**config.mk**
```make
export PLATFORM = sky130hd
export DESIGN_NAME = sram_arbiter
export DESIGN_NICKNAME = d
export VERILOG_FILES = /design/src/rtl/sram_arbiter_pkg.sv /design/src/rtl/rr_arbiter2.sv /design/src/rtl/sram_arbiter.sv
export SDC_FILE = /design/constraint.sdc
export NUM_CORES = 1
export LEC_CHECK = 0
export CAP_MARGIN = 20
export CORE_UTILIZATION = 34
export CTS_BUF_LIST = sky130_fd_sc_hd__clkbuf_4 sky130_fd_sc_hd__clkbuf_8 sky130_fd_sc_hd__clkbuf_16
export DETAILED_ROUTE_END_ITERATION = 10
export GPL_TIMING_DRIVEN = 1
export PLACE_DENSITY = 0.73
export SYNTH_ARGS = -nofsm -noshare
export SYNTH_HDL_FRONTEND = slang
export SYNTH_SLANG_ARGS = --single-unit
```
**constraint.sdc**
```tcl
create_clock -name clk -period 1.1 [get_ports clk]
set_input_delay 0.11 -clock clk [delete_from_list [all_inputs] [get_ports clk]]
set_output_delay 0.11 -clock clk [all_outputs]
set_load 0.05 [all_outputs]
```
**src/rtl/sram_arbiter_pkg.sv**
```systemverilog
// Shared constants for the two-requester SRAM arbiter.
package sram_arbiter_pkg;

  localparam int unsigned NUM_REQ = 2;

  // Last-grant pointer after reset; 1 means requester 0 wins the first contention.
  localparam logic RST_LAST_GNT = 1'b1;

  // FSM encoding
  localparam logic [1:0] ST_IDLE = 2'd0;
  localparam logic [1:0] ST_CMD  = 2'd1;
  localparam logic [1:0] ST_WAIT = 2'd2;

  // Requester index to one-hot requester mask.
  function automatic logic [NUM_REQ-1:0] idx_to_onehot(input logic idx);
    return idx ? 2'b10 : 2'b01;
  endfunction

endpackage

```
**src/rtl/rr_arbiter2.sv**
```systemverilog
// Two-way round-robin arbiter: combinational grant, registered last-grant pointer.
module rr_arbiter2
  import sram_arbiter_pkg::*;
(
  input  logic               clk,
  input  logic               rst,
  input  logic [NUM_REQ-1:0] req_valid_i,
  input  logic               accept_i,
  output logic [NUM_REQ-1:0] gnt_o,
  output logic               gnt_idx_o
);

  logic last_q;
  logic last_d;

  // Pick the single valid requester, or the one not granted last on contention.
  always_comb begin
    gnt_o     = '0;
    gnt_idx_o = 1'b0;
    case (req_valid_i)
      2'b01: begin
        gnt_o     = 2'b01;
        gnt_idx_o = 1'b0;
      end
      2'b10: begin
        gnt_o     = 2'b10;
        gnt_idx_o = 1'b1;
      end
      2'b11: begin
        gnt_idx_o = ~last_q;
        gnt_o     = idx_to_onehot(~last_q);
      end
      default: begin
        gnt_o     = '0;
        gnt_idx_o = 1'b0;
      end
    endcase
  end

  // Pointer moves only when the grant is actually taken.
  always_comb begin
    last_d = last_q;
    if (accept_i) begin
      last_d = gnt_idx_o;
    end
  end

  // Last-grant pointer register
  always_ff @(posedge clk or posedge rst) begin
    if (rst) begin
      last_q <= RST_LAST_GNT;
    end else begin
      last_q <= last_d;
    end
  end

endmodule

```
**src/rtl/sram_arbiter.sv**
```systemverilog
// Round-robin front end serialising two requesters onto one single-port SRAM.
module sram_arbiter
  import sram_arbiter_pkg::*;
#(
  parameter int unsigned ADDR_W = 4,
  parameter int unsigned DATA_W = 8
) (
  input  logic                  clk,
  input  logic                  rst,
  input  logic [1:0]            req_valid,
  output logic [1:0]            req_ready,
  input  logic [1:0]            req_we,
  input  logic [2*ADDR_W-1:0]   req_addr,
  input  logic [2*DATA_W-1:0]   req_wdata,
  output logic [1:0]            rsp_valid,
  output logic [DATA_W-1:0]     rsp_rdata,
  output logic                  sram_en,
  output logic                  sram_we,
  output logic [ADDR_W-1:0]     sram_addr,
  output logic [DATA_W-1:0]     sram_wdata,
  input  logic [DATA_W-1:0]     sram_rdata
);

  logic [1:0]        state_q, state_d;
  logic              gidx_q, gidx_d;
  logic              sram_en_q, sram_en_d;
  logic              sram_we_q, sram_we_d;
  logic [ADDR_W-1:0] sram_addr_q, sram_addr_d;
  logic [DATA_W-1:0] sram_wdata_q, sram_wdata_d;
  logic [1:0]        rsp_valid_q, rsp_valid_d;
  logic [DATA_W-1:0] rsp_rdata_q, rsp_rdata_d;

  logic [1:0]        gnt;
  logic              win_idx;
  logic              accept;
  logic              sel_we;
  logic [ADDR_W-1:0] sel_addr;
  logic [DATA_W-1:0] sel_wdata;

  rr_arbiter2 u_rr_arbiter2 (
    .clk         (clk),
    .rst         (rst),
    .req_valid_i (req_valid),
    .accept_i    (accept),
    .gnt_o       (gnt),
    .gnt_idx_o   (win_idx)
  );

  // Ready only in IDLE, and held low while reset is asserted.
  always_comb begin
    req_ready = '0;
    if ((state_q == ST_IDLE) && !rst) begin
      req_ready = gnt;
    end
    accept = |(req_valid & req_ready);
  end

  // Select the winning requester's command fields.
  always_comb begin
    sel_we    = win_idx ? req_we[1] : req_we[0];
    sel_addr  = win_idx ? req_addr[ADDR_W +: ADDR_W] : req_addr[0 +: ADDR_W];
    sel_wdata = win_idx ? req_wdata[DATA_W +: DATA_W] : req_wdata[0 +: DATA_W];
  end

  // FSM next state; SRAM registers double as the command latch and are zero when idle.
  always_comb begin
    state_d      = state_q;
    gidx_d       = gidx_q;
    sram_en_d    = 1'b0;
    sram_we_d    = 1'b0;
    sram_addr_d  = '0;
    sram_wdata_d = '0;
    rsp_valid_d  = '0;
    rsp_rdata_d  = rsp_rdata_q;
    case (state_q)
      ST_IDLE: begin
        if (accept) begin
          state_d      = ST_CMD;
          gidx_d       = win_idx;
          sram_en_d    = 1'b1;
          sram_we_d    = sel_we;
          sram_addr_d  = sel_addr;
          sram_wdata_d = sel_wdata;
        end
      end
      ST_CMD: begin
        state_d = sram_we_q ? ST_IDLE : ST_WAIT;
      end
      ST_WAIT: begin
        rsp_rdata_d = sram_rdata;
        rsp_valid_d = idx_to_onehot(gidx_q);
        state_d     = ST_IDLE;
      end
      default: begin
        state_d = ST_IDLE;
      end
    endcase
  end

  // State, command and response registers; reset abandons any access in flight.
  always_ff @(posedge clk or posedge rst) begin
    if (rst) begin
      state_q      <= ST_IDLE;
      gidx_q       <= 1'b0;
      sram_en_q    <= 1'b0;
      sram_we_q    <= 1'b0;
      sram_addr_q  <= '0;
      sram_wdata_q <= '0;
      rsp_valid_q  <= '0;
      rsp_rdata_q  <= '0;
    end else begin
      state_q      <= state_d;
      gidx_q       <= gidx_d;
      sram_en_q    <= sram_en_d;
      sram_we_q    <= sram_we_d;
      sram_addr_q  <= sram_addr_d;
      sram_wdata_q <= sram_wdata_d;
      rsp_valid_q  <= rsp_valid_d;
      rsp_rdata_q  <= rsp_rdata_d;
    end
  end

  assign sram_en    = sram_en_q;
  assign sram_we    = sram_we_q;
  assign sram_addr  = sram_addr_q;
  assign sram_wdata = sram_wdata_q;
  assign rsp_valid  = rsp_valid_q;
  assign rsp_rdata  = rsp_rdata_q;

endmodule

```
==> metrics.json <==
{
  "grt": {
    "grt_use_total": 0.172,
    "first_global_vias": 978,
    "number_of_antenna_violations_at_the_first_check_in_global_routing": 0,
    "global_route_wire_length_before_repair_mm": 4.42,
    "overflow": 0,
    "grt_start_max_net_pins": 29
  },
  "synthesis": {
    "post_synth_cell_types": 19,
    "yosys-top-cells-area": "sky130_fd_sc_hd__dfrtp_1 58%, sky130_fd_sc_hd__nand2_1 8.7%, sky130_fd_sc_hd__mux2_2 7.8%",
    "post-synth-top-area-fraction": 0.582,
    "synth_largest_area_cell": "sky130_fd_sc_hd__dfrtp_1",
    "synthesis.nets": 136,
    "synthesis.area_per_instance_um2": 11.8,
    "post_synth_instance_area_mm2": 0.00116,
    "post_synth_mux_area_share": 0.0776,
    "postSynthCellCount": 98,
    "synth-seq-area-share": 0.605,
    "ys_warn_count": 0,
    "synth_top_family_by_area": "compound AO/OA/AOI/OAI gates",
    "share_of_the_synthesized_netlist_area_taken_by_xor_and_xnor_gates": 0,
    "ys_seq_elements": 28,
    "synth-simple-area-share": 0.126,
    "synth_fa_ha_area_frac": 0,
    "synth-compound-area-share": 0.140
  },
  "cts": {
    "clock_buffers_created_by_tritoncts": 3,
    "clock_tree_root": "sky130_fd_sc_hd__clkbuf_4",
    "clock_insertion_delay_worst_skew_ns": 0.33,
    "htreeDepth": 1,
    "clock_transition_at_the_registers_of_the_reported_paths_ns": 0.15,
    "ctsHoldBuffers": 0,
    "cts_num_sinks": 28,
    "cts_tree": "built",
    "clock_tree.buffer_depth": 2
  },
  "timing": {
    "worst_pin_slew_ns": 0.310,
    "rsz_0062_raised_after_global_routing": "yes",
    "maxClockFrequency_mhz": 660,
    "final_hold_viol_count": 0,
    "fin_crit_sh": 1.38,
    "final-max-slew-violation-count": 0,
    "final_period_demand_of_the_worst_path_ns": 1.52,
    "setup_total_negative_slack_ns": -4.56,
    "worst_clock_skew_ns": 0.00576,
    "finalSetupViolCount": 29,
    "slew-limit-headroom": 0.793,
    "post_route_setup_slack_ns": -0.416,
    "fin_worst_hold_slack_ns": 0.185
  },
  "placed_design": {
    "globalplace.congestion": 0.813,
    "number_of_input_and_output_port_buffers_inserted": 63,
    "post_dp_cell_area_mm2": 0.00216,
    "post-place-cells": 208,
    "hpwlAfterDp_mm": 2.23
  },
  "detailed_routing": {
    "final_wl_mm": 2.98,
    "drtIter0Drc": 22,
    "vias": 983,
    "drt_pass1_iterations": 4,
    "routed_wire_length_per_instance_um": 13.6,
    "ant_nets": 0,
    "vias_per_cell": 4.49,
    "drcViolationCount": 0
  },
  "power": {
    "irDropWorstVdd_mv": 0.863,
    "power_density_mw_per_mm2": 1870,
    "p_leak_nw": 1.04,
    "totalPowerFinal_mw": 4.28
  },
  "floorplanning": {
    "core_region_area_mm2": 0.00315,
    "start_util": 0.368,
    "placement_rows": 20,
    "die_w_um": 60.4,
    "die_h_um": 60.4,
    "ioPinCount": 64,
    "die_ar_mm2": 0.00365
  },
  "cells_and_area": {
    "num_antenna_cells": 0,
    "final_net_count": 214,
    "drive_above_1_share": 0.394,
    "layout.cells.non_filler": 219,
    "layout_overhead_on_the_synthesized_area_pct": 97.5,
    "layout.cell_area.non_filler_mm2": 0.00229,
    "final_cell_mix": "37 x sky130_fd_sc_hd__clkdlybuf4s50_1, 28 x sky130_fd_sc_hd__buf_12, 27 x sky130_fd_sc_hd__dfrtp_1, 26 x sky130_fd_sc_hd__nand2_1, 9 x sky130_fd_sc_hd__buf_4",
    "final_common_cell": "sky130_fd_sc_hd__clkdlybuf4s50_1"
  },
  "critical_path": {
    "setup.worst_path.class": "reg -> out",
    "timing.reg2reg.setup_slack_ns": -0.23,
    "crit_path_end_kind": "output port",
    "worst_ep_arrival_time_ns": 1.41,
    "worst_ep_required_time_ns": 0.99,
    "reg2reg_to": "rsp_rdata[6]",
    "timing.critical_path.fanout_max": 3,
    "rr_worst_depth": 5,
    "start_kind": "flop",
    "r2r_start": "state_q[1]"
  },
  "outcome": {
    "violations": "negative setup slack",
    "status": "complete, but fails checks"
  },
  "min_path": {
    "hold_path_class": "in -> async"
  },
  "run": {
    "max_cap_viol_count": 0
  }
}
==> sequential cells by signal, summed over array words and instances (netlist names) <==
name and count:
sram_we 1, gidx_q 1, state_q 2, sram_en 1, sram_wdata 8, sram_addr 4, rsp_rdata 8, u_rr_arbiter2.last_q 1
rsp_valid 2
==> worst max-delay path by stage <==
stage               start           end  slack (ns)  cells past startpoint
2_1_floorplan  state_q[0]  req_ready[0]       -0.06                      3
3_3_place_gp          rst  req_ready[0]       -0.27                      5
3_5_place_dp          rst  req_ready[0]       -0.33                      5
4_1_cts        state_q[1]  req_ready[0]       -0.42                      4
5_1_grt        state_q[1]  req_ready[0]       -0.50                      4
6_report       state_q[1]  req_ready[0]       -0.42                      4
==> critical path, stage by stage, from the launching register on <==
cell and delay (ns):
sky130_fd_sc_hd__dfrtp_1 0.45, sky130_fd_sc_hd__nor3_4 0.22, sky130_fd_sc_hd__nand2_2 0.10, sky130_fd_sc_hd__a21oi_4 0.16
sky130_fd_sc_hd__buf_12 0.15
==> synth_stat cells <==
| cell type | count |
|---|---|
| sky130_fd_sc_hd__dfrtp_1 | 27 |
| sky130_fd_sc_hd__nand2_1 | 27 |
| sky130_fd_sc_hd__a21oi_2 | 8 |
| sky130_fd_sc_hd__mux2_2 | 8 |
| sky130_fd_sc_hd__a21oi_1 | 7 |
| sky130_fd_sc_hd__inv_1 | 5 |
| sky130_fd_sc_hd__buf_6 | 3 |
| sky130_fd_sc_hd__nor2_1 | 2 |
| sky130_fd_sc_hd__a21bo_4 | 1 |
| sky130_fd_sc_hd__a21boi_4 | 1 |
| sky130_fd_sc_hd__a21o_1 | 1 |
| sky130_fd_sc_hd__a31oi_1 | 1 |
| sky130_fd_sc_hd__and2_2 | 1 |
| sky130_fd_sc_hd__buf_4 | 1 |
| sky130_fd_sc_hd__dfstp_2 | 1 |
| sky130_fd_sc_hd__nand2b_1 | 1 |
| sky130_fd_sc_hd__nor3_4 | 1 |
| sky130_fd_sc_hd__nor3b_1 | 1 |
| sky130_fd_sc_hd__o21ai_2 | 1 |
==> where the power goes <==
| group | total [mW] | internal, mW | leakage, nW | switching (mW) |
|---|---|---|---|---|
| combinational | 2.14 | 1.12 | 0.658 | 1.02 |
| clock | 0.680 | 0.369 | 0.0279 | 0.312 |
| sequential | 1.46 | 1.25 | 0.358 | 0.211 |
| total | 4.28 | 2.74 | 1.04 | 1.55 |
==> per-stage QoR <==
stage / setup slack [ns] / utilization
after global placement: -0.266 / 0.685
after floorplan: -0.0644 / -
final: -0.416 / 0.727
after global routing: -0.504 / 0.727
after CTS: -0.419 / 0.717
after detailed placement: -0.333 / 0.685
==> layer usage <==
layer  GRT usage  part of all wire  up-vias
met5           0                 0        -
met4      0.0682             0.016        0
met3      0.0320             0.058        4
met1       0.165              0.34      467
met2       0.353              0.58       41
li1            -                 -      471
==> area by class of cell <==
cell class / count / area [um2]
inverters: 5 / 18.8
fillers: 225 / 860
flip-flops and latches: 28 / 702
clock buffers: 3 / 22.5
well taps: 44 / 55.1
repair buffers: 77 / 1030
clock inverters: 1 / 30.0
multi-input cells: 61 / 433
==> cell families (layout without fill, tap and decap cells) <==
kind of cell           after synthesis  after routing
buffers and inverters                9             86
AOI/OAI and AO/OA                   20             20
and+or+nand+nor                     33             33
DFF                                 28             28
muxes                                8              8
==> timing repair <==
item                       in CTS  in global routing
pin swaps                       1                  0
setup endpoints to repair      27                 29
setup buffers                   4                  2
resized for setup               3                  5
gates cloned                    1                  0
No activity file was read; power rests on OpenSTA's default activity.
